--- src/rtl/wordle_pkg.sv ---
// Shared colour codes, blank fill character and scorer FSM states.
package wordle_pkg;

  localparam logic [1:0] COL_EMPTY   = 2'b00;
  localparam logic [1:0] COL_ABSENT  = 2'b01;
  localparam logic [1:0] COL_PRESENT = 2'b10;
  localparam logic [1:0] COL_CORRECT = 2'b11;

  localparam logic [7:0] BLANK_CHAR = 8'h20;

  typedef enum logic [2:0] {
    ST_IDLE,
    ST_GREEN,
    ST_YELLOW,
    ST_COMMIT,
    ST_OVER
  } state_t;

endpackage

--- src/rtl/wordle_letter_match.sv ---
// Finds the lowest unused answer position holding a given letter.
module wordle_letter_match #(
  parameter int WORD_LEN = 5,
  parameter int LETTER_W = 8
) (
  input  logic [LETTER_W-1:0]          letter,
  input  logic [WORD_LEN*LETTER_W-1:0] answer,
  input  logic [WORD_LEN-1:0]          used,
  output logic                         hit,
  output logic [WORD_LEN-1:0]          hit_pos
);

  // Bit j of used/hit_pos refers to answer letter j (letter 0 in the MSBs).
  always_comb begin
    hit     = 1'b0;
    hit_pos = '0;
    for (int unsigned j = 0; j < WORD_LEN; j++) begin
      if (!hit && !used[j] &&
          answer[(WORD_LEN-1-j)*LETTER_W +: LETTER_W] == letter) begin
        hit        = 1'b1;
        hit_pos[j] = 1'b1;
      end
    end
  end

endmodule

--- src/rtl/wordle_guess_scorer.sv ---
// Two-pass Wordle scorer (exact matches, then present-elsewhere) with
// per-row guess/colour history and sticky win/lose flags.
module wordle_guess_scorer
  import wordle_pkg::*;
#(
  parameter int WORD_LEN    = 5,
  parameter int MAX_GUESSES = 6,
  parameter int LETTER_W    = 8,
  localparam int IDX_W      = $clog2(WORD_LEN),
  localparam int CNT_W      = $clog2(MAX_GUESSES + 1)
) (
  input  logic                                  Clk,
  input  logic                                  reset_n,
  input  logic                                  clr,
  input  logic                                  start,
  input  logic [WORD_LEN*LETTER_W-1:0]          guess,
  input  logic [WORD_LEN*LETTER_W-1:0]          answer,
  output logic                                  ready,
  output logic                                  done,
  output logic                                  win,
  output logic                                  lose,
  output logic [CNT_W-1:0]                      guess_cnt,
  output logic [MAX_GUESSES*WORD_LEN*LETTER_W-1:0] hist_letters,
  output logic [MAX_GUESSES*WORD_LEN*2-1:0]     hist_colors
);

  localparam logic [IDX_W-1:0] IDX_LAST = IDX_W'(WORD_LEN - 1);
  localparam logic [CNT_W-1:0] CNT_MAX  = CNT_W'(MAX_GUESSES);
  localparam logic [MAX_GUESSES*WORD_LEN*LETTER_W-1:0] BLANK_HIST =
    {(MAX_GUESSES*WORD_LEN){LETTER_W'(BLANK_CHAR)}};

  state_t                                       state_q, state_d;
  logic [IDX_W-1:0]                             idx_q, idx_d;
  logic                                         commit_ph_q, commit_ph_d;
  logic [0:WORD_LEN-1][LETTER_W-1:0]            g_q, g_d;
  logic [0:WORD_LEN-1][LETTER_W-1:0]            a_q, a_d;
  logic [WORD_LEN-1:0]                          used_q, used_d;
  logic [0:WORD_LEN-1][1:0]                     scratch_q, scratch_d;
  logic [0:MAX_GUESSES-1][0:WORD_LEN-1][LETTER_W-1:0] hist_let_q, hist_let_d;
  logic [0:MAX_GUESSES-1][0:WORD_LEN-1][1:0]    hist_col_q, hist_col_d;
  logic [CNT_W-1:0]                             guess_cnt_q, guess_cnt_d;
  logic                                         done_q, done_d;
  logic                                         win_q, win_d;
  logic                                         lose_q, lose_d;
  logic                                         ready_q, ready_d;

  logic                                         hit;
  logic [WORD_LEN-1:0]                          hit_pos;
  logic [CNT_W-1:0]                             cnt_inc;

  wordle_letter_match #(
    .WORD_LEN (WORD_LEN),
    .LETTER_W (LETTER_W)
  ) u_match (
    .letter  (g_q[idx_q]),
    .answer  (a_q),
    .used    (used_q),
    .hit     (hit),
    .hit_pos (hit_pos)
  );

  always_comb begin
    state_d     = state_q;
    idx_d       = idx_q;
    commit_ph_d = commit_ph_q;
    g_d         = g_q;
    a_d         = a_q;
    used_d      = used_q;
    scratch_d   = scratch_q;
    hist_let_d  = hist_let_q;
    hist_col_d  = hist_col_q;
    guess_cnt_d = guess_cnt_q;
    done_d      = 1'b0;
    win_d       = win_q;
    lose_d      = lose_q;
    cnt_inc     = (guess_cnt_q == CNT_MAX) ? guess_cnt_q : guess_cnt_q + 1'b1;

    unique case (state_q)
      ST_IDLE: begin
        if (start) begin
          g_d       = guess;
          a_d       = answer;
          used_d    = '0;
          scratch_d = '0;
          idx_d     = '0;
          state_d   = ST_GREEN;
        end
      end
      ST_GREEN: begin
        if (g_q[idx_q] == a_q[idx_q]) begin
          scratch_d[idx_q] = COL_CORRECT;
          used_d[idx_q]    = 1'b1;
        end else begin
          scratch_d[idx_q] = COL_ABSENT;
        end
        if (idx_q == IDX_LAST) begin
          idx_d   = '0;
          state_d = ST_YELLOW;
        end else begin
          idx_d = idx_q + 1'b1;
        end
      end
      ST_YELLOW: begin
        if (scratch_q[idx_q] != COL_CORRECT && hit) begin
          scratch_d[idx_q] = COL_PRESENT;
          used_d           = used_q | hit_pos;
        end
        if (idx_q == IDX_LAST) begin
          idx_d       = '0;
          commit_ph_d = 1'b0;
          state_d     = ST_COMMIT;
        end else begin
          idx_d = idx_q + 1'b1;
        end
      end
      ST_COMMIT: begin
        // Two-cycle commit: history, count, flags and done all land together
        // 2*WORD_LEN+2 cycles after the accepting edge.
        if (!commit_ph_q) begin
          commit_ph_d = 1'b1;
        end else begin
          commit_ph_d             = 1'b0;
          hist_let_d[guess_cnt_q] = g_q;
          hist_col_d[guess_cnt_q] = scratch_q;
          guess_cnt_d             = cnt_inc;
          done_d                  = 1'b1;
          if (scratch_q == '1) begin
            win_d   = 1'b1;
            state_d = ST_OVER;
          end else if (cnt_inc == CNT_MAX) begin
            lose_d  = 1'b1;
            state_d = ST_OVER;
          end else begin
            state_d = ST_IDLE;
          end
        end
      end
      ST_OVER: ;
      default: state_d = ST_IDLE;
    endcase

    if (clr) begin
      state_d     = ST_IDLE;
      idx_d       = '0;
      commit_ph_d = 1'b0;
      used_d      = '0;
      scratch_d   = '0;
      hist_let_d  = BLANK_HIST;
      hist_col_d  = '0;
      guess_cnt_d = '0;
      done_d      = 1'b0;
      win_d       = 1'b0;
      lose_d      = 1'b0;
    end

    ready_d = (state_d == ST_IDLE);
  end

  always_ff @(posedge Clk or negedge reset_n) begin
    if (!reset_n) begin
      state_q     <= ST_IDLE;
      idx_q       <= '0;
      commit_ph_q <= 1'b0;
      g_q         <= '0;
      a_q         <= '0;
      used_q      <= '0;
      scratch_q   <= '0;
      hist_let_q  <= BLANK_HIST;
      hist_col_q  <= '0;
      guess_cnt_q <= '0;
      done_q      <= 1'b0;
      win_q       <= 1'b0;
      lose_q      <= 1'b0;
      ready_q     <= 1'b1;
    end else begin
      state_q     <= state_d;
      idx_q       <= idx_d;
      commit_ph_q <= commit_ph_d;
      g_q         <= g_d;
      a_q         <= a_d;
      used_q      <= used_d;
      scratch_q   <= scratch_d;
      hist_let_q  <= hist_let_d;
      hist_col_q  <= hist_col_d;
      guess_cnt_q <= guess_cnt_d;
      done_q      <= done_d;
      win_q       <= win_d;
      lose_q      <= lose_d;
      ready_q     <= ready_d;
    end
  end

  assign ready        = ready_q;
  assign done         = done_q;
  assign win          = win_q;
  assign lose         = lose_q;
  assign guess_cnt    = guess_cnt_q;
  assign hist_letters = hist_let_q;
  assign hist_colors  = hist_col_q;

endmodule

--- config.mk ---
export PLATFORM = sky130hd
export DESIGN_NAME = wordle_guess_scorer
export DESIGN_NICKNAME = d
export VERILOG_FILES = /design/src/rtl/wordle_pkg.sv /design/src/rtl/wordle_letter_match.sv /design/src/rtl/wordle_guess_scorer.sv
export SDC_FILE = /design/constraint.sdc
export NUM_CORES = 1
export LEC_CHECK = 0
export ABC_AREA = 1
export CAP_MARGIN = 15
export CELL_PAD_IN_SITES_DETAIL_PLACEMENT = 0
export CELL_PAD_IN_SITES_GLOBAL_PLACEMENT = 2
export CORE_MARGIN = 2
export CORE_UTILIZATION = 31
export CTS_BUF_LIST = sky130_fd_sc_hd__clkbuf_8
export DETAILED_ROUTE_END_ITERATION = 8
export DONT_BUFFER_PORTS = 1
export PLACE_DENSITY_LB_ADDON = 0.1
export SYNTH_ARGS = -nofsm -noshare
export SYNTH_HDL_FRONTEND = slang
export SYNTH_SLANG_ARGS = --single-unit
--- constraint.sdc ---
create_clock -name Clk -period 5.5 [get_ports Clk]
set_input_delay 0.275 -clock Clk [delete_from_list [all_inputs] [get_ports Clk]]
set_output_delay 0.275 -clock Clk [all_outputs]
set_load 0.005 [all_outputs]
==> results.toml <==
[global_route]
grt_first_pass_wirelength_um = 97100
grt_max_degree = 410
antenna_found_initial = 7
first_global_vias = 13700
overflow = 0
globalRouteTotalUtil = 0.231

[synthesis]
synth.top_cells.by_count = "442 x nand2_1, 378 x dfrtp_1, 293 x o21ai_0, 147 x nor2_1, 101 x inv_1"
avgSynthCellArea_um2 = 9.20
synth-edff-count = 0
synth_async_sr_flop_share = 1.00
syn_nets = 1931
yosysSeqAreaShare = 0.606
synth_top_family_by_area = "simple AND/OR/NAND/NOR gates"
syn_inst = 1843
yosysWarnings = 0
ys.flop_type = "dfrtp_1"
synth_area_leaders = "dfrtp_1 56%, nand2_1 9.8%, o21ai_0 8.6%"
synth-seq-cells = 409
synth_top_area_frac = 0.558
yosysUniqueCellTypes = 41
synth_most_common_cell = "nand2_1"
synth_xor_area_frac = 0.00981
yosys.area.top_type = "dfrtp_1"
synth_fa_ha_area_frac = 0.00295
synth-simple-area-share = 0.181
synth_mux_area_frac = 0.0173
synth_compound_area_frac = 0.132
syn_area_mm2 = 0.0170

[clocking]
clock_path_buffers = 3
numCtsBuffers = 75
cts.clk_slew.worst_paths_ns = 0.06
cts_hold_buf = 83
clock_latency_ns = 0.68
post_cts.repair.setup_buffers = 0
cts_sinks = 409
root_buffer = "clkbuf_8"
ctsResizeCount = 0
cts_max_level = 3
cts_tree = "built"

[pwr]
total_power_mw = 6.94
p_clk_frac = 0.433
power_frac_seq = 0.465
p_switching_mw = 1.96
switching_share = 0.283
leakagePower_nw = 9.26
intPower_mw = 4.98
peakVddDrop_mv = 0.137
p_comb_frac = 0.102
power.density_mw_per_mm2 = 347

[sta]
tightestPinTransition_ns = 1.10
period_needed_ns = 4.10
fin_hold_ws_ns = -0.698
period_share = 0.746
timing.fmax_mhz = 244
fin_setup_tns_ns = 0
finalHoldViolations = 409
slew_headroom = 0.258
rsz0062_at_grt = "no"
finalSetupViolations = 0
drv_slew = 0
worst_clock_skew_ns = 0.0418

[final_layout]
area_growth_pct = 17.9
fin_util = 0.371
stdcell_count = 2677
drive_gt1_frac = 0.115
final_nets = 2007
layout.filler_cells = 5657

[routing]
wl_per_cell_um = 24.5
drtIter0Drc = 1013
drt_first_pass_iters = 5
drc = 0
via_per_inst = 5.08
vias = 13600
wl_um = 65500
antenna_left = 0

[run]
drv_cap = 0

[floorplan]
fp.dieW_um = 238
core_area_mm2 = 0.0539
die-area_mm2 = 0.0566
num_rows = 85
io_pins = 391
dieHeight_um = 238
initial_core_util = 0.314

[critical_path]
crit_required_ns = 6.00
worstPathMaxFanout = 21
crit_type = "register to register"
cp_slowest_cell = "nor2_1"
reg2reg_depth = 16
cp_cell_sequence = "nor2_1 > nand2_1 > o21ai_2 > nor2_4 > nand2_1 > nand3_1 > nor2_1 > nand2_1 > nor2_2 > nor2_1 > nand4_1 > nand2_1 > nand2_1 > nand2_1 > nand2_1 > o21ai_1"
crit_path_end_kind = "register"
worstSetupStartpointType = "register"
crit_arrival_ns = 4.61
path_common_cell = "nand2_1"
cp_slowest_stage_delay_ns = 0.88

[place]
dp_hpwl_um = 44000
dp_cells = 2454
io_buffers = 0
gp_congestion = 0.854

[outcome]
outcome = "finished, violations left"
violations = "hold timing"

[hold_path]
hold_path.class = "primary input to async pin"
==> metal layers <==
metal	routed length, µm	track usage	part of all wire
met5	50	0	0.00076
met4	1560	0.0663	0.024
met3	5370	0.0743	0.082
met2	29700	0.357	0.45
met1	28800	0.310	0.44
==> path summary, 6_finish.rpt <==
kind	start	to	slack [ns]
worst max-delay path	idx_q[1]	scratch_q[9]	1.40
worst min-delay path	reset_n	hist_letters[51]	-0.70
worst max register to register	idx_q[1]	scratch_q[9]	1.40
worst min register to register	used_q[3]	used_q[3]	0.51
max in group asynchronous	reset_n	a_q[13]	5.60
min in group Clk	clr	hist_letters[125]	0.08
==> worst max-delay path: cells and delay by family (launching register included) <==
kind             cells  cell delay [ns]
AO/OA/AOI/OAI        2             0.45
AND/OR/NAND/NOR     14             2.84
flip-flops           1             0.65
==> cells by family (layout without fill, tap and decap cells) <==
kind of cell / Yosys count / in the layout
AND/OR/NAND/NOR: 737 / 737
other: 0 / 3
AO/OA/AOI/OAI: 433 / 433
flip-flops: 409 / 409
XOR/XNOR: 19 / 19
multiplexers: 26 / 26
adder cells (fa/ha/maj): 4 / 4
buffers and inverters: 215 / 350
==> power by group through the flow <==
stage	Clock, mW	Combinational (mW)	Sequential (mW)
after floorplan	0	0.454	3.22
after global placement	0	0.661	3.28
after detailed placement	0	0.658	3.28
after CTS	3.10	0.716	3.23
after global routing	3.24	0.788	3.24
final	3.01	0.706	3.23
==> cell usage in the layout (no fill, tap or decap), drive strengths merged, types with 31 or more instances in the layout <==
master / instances
dlygate4sd3: 82
nand2: 444
o21ai: 314
dfstp: 31
nor2: 157
a21oi: 87
inv: 145
nand3: 95
dfrtp: 378
clkbuf: 97
==> flip-flops by register name, summed over array words and instances, names as in the netlist <==
| name | flops |
|---|---|
| idx_q | 3 |
| scratch_q | 10 |
| ready | 1 |
| win | 1 |
| hist_letters | 240 |
| g_q | 40 |
| lose | 1 |
| used_q | 5 |
| guess_cnt | 3 |
| commit_ph_q | 1 |
| state_q | 3 |
| done | 1 |
| hist_colors | 60 |
| a_q | 40 |
==> area by class of cell <==
class | count | area (µm²) | area share
antenna | 3 | 7.51 | 0.000375
clock buffer | 97 | 1340 | 0.0668
clock inverter | 39 | 219 | 0.0109
inverter | 116 | 438 | 0.0219
multi-input combinational | 1219 | 5880 | 0.294
sequential | 409 | 10300 | 0.514
tap | 696 | 871 | 0.0435
timing repair buffer | 98 | 973 | 0.0487
==> stage by stage <==
step                      setup slack, ns  area, µm²
after floorplan                      3.34      17000
after global placement               1.57      17600
after detailed placement             1.46      17600
after CTS                            1.44      20000
after global routing                 1.02      20000
final                                1.40      20000
No activity file was read; power rests on OpenSTA's default activity.
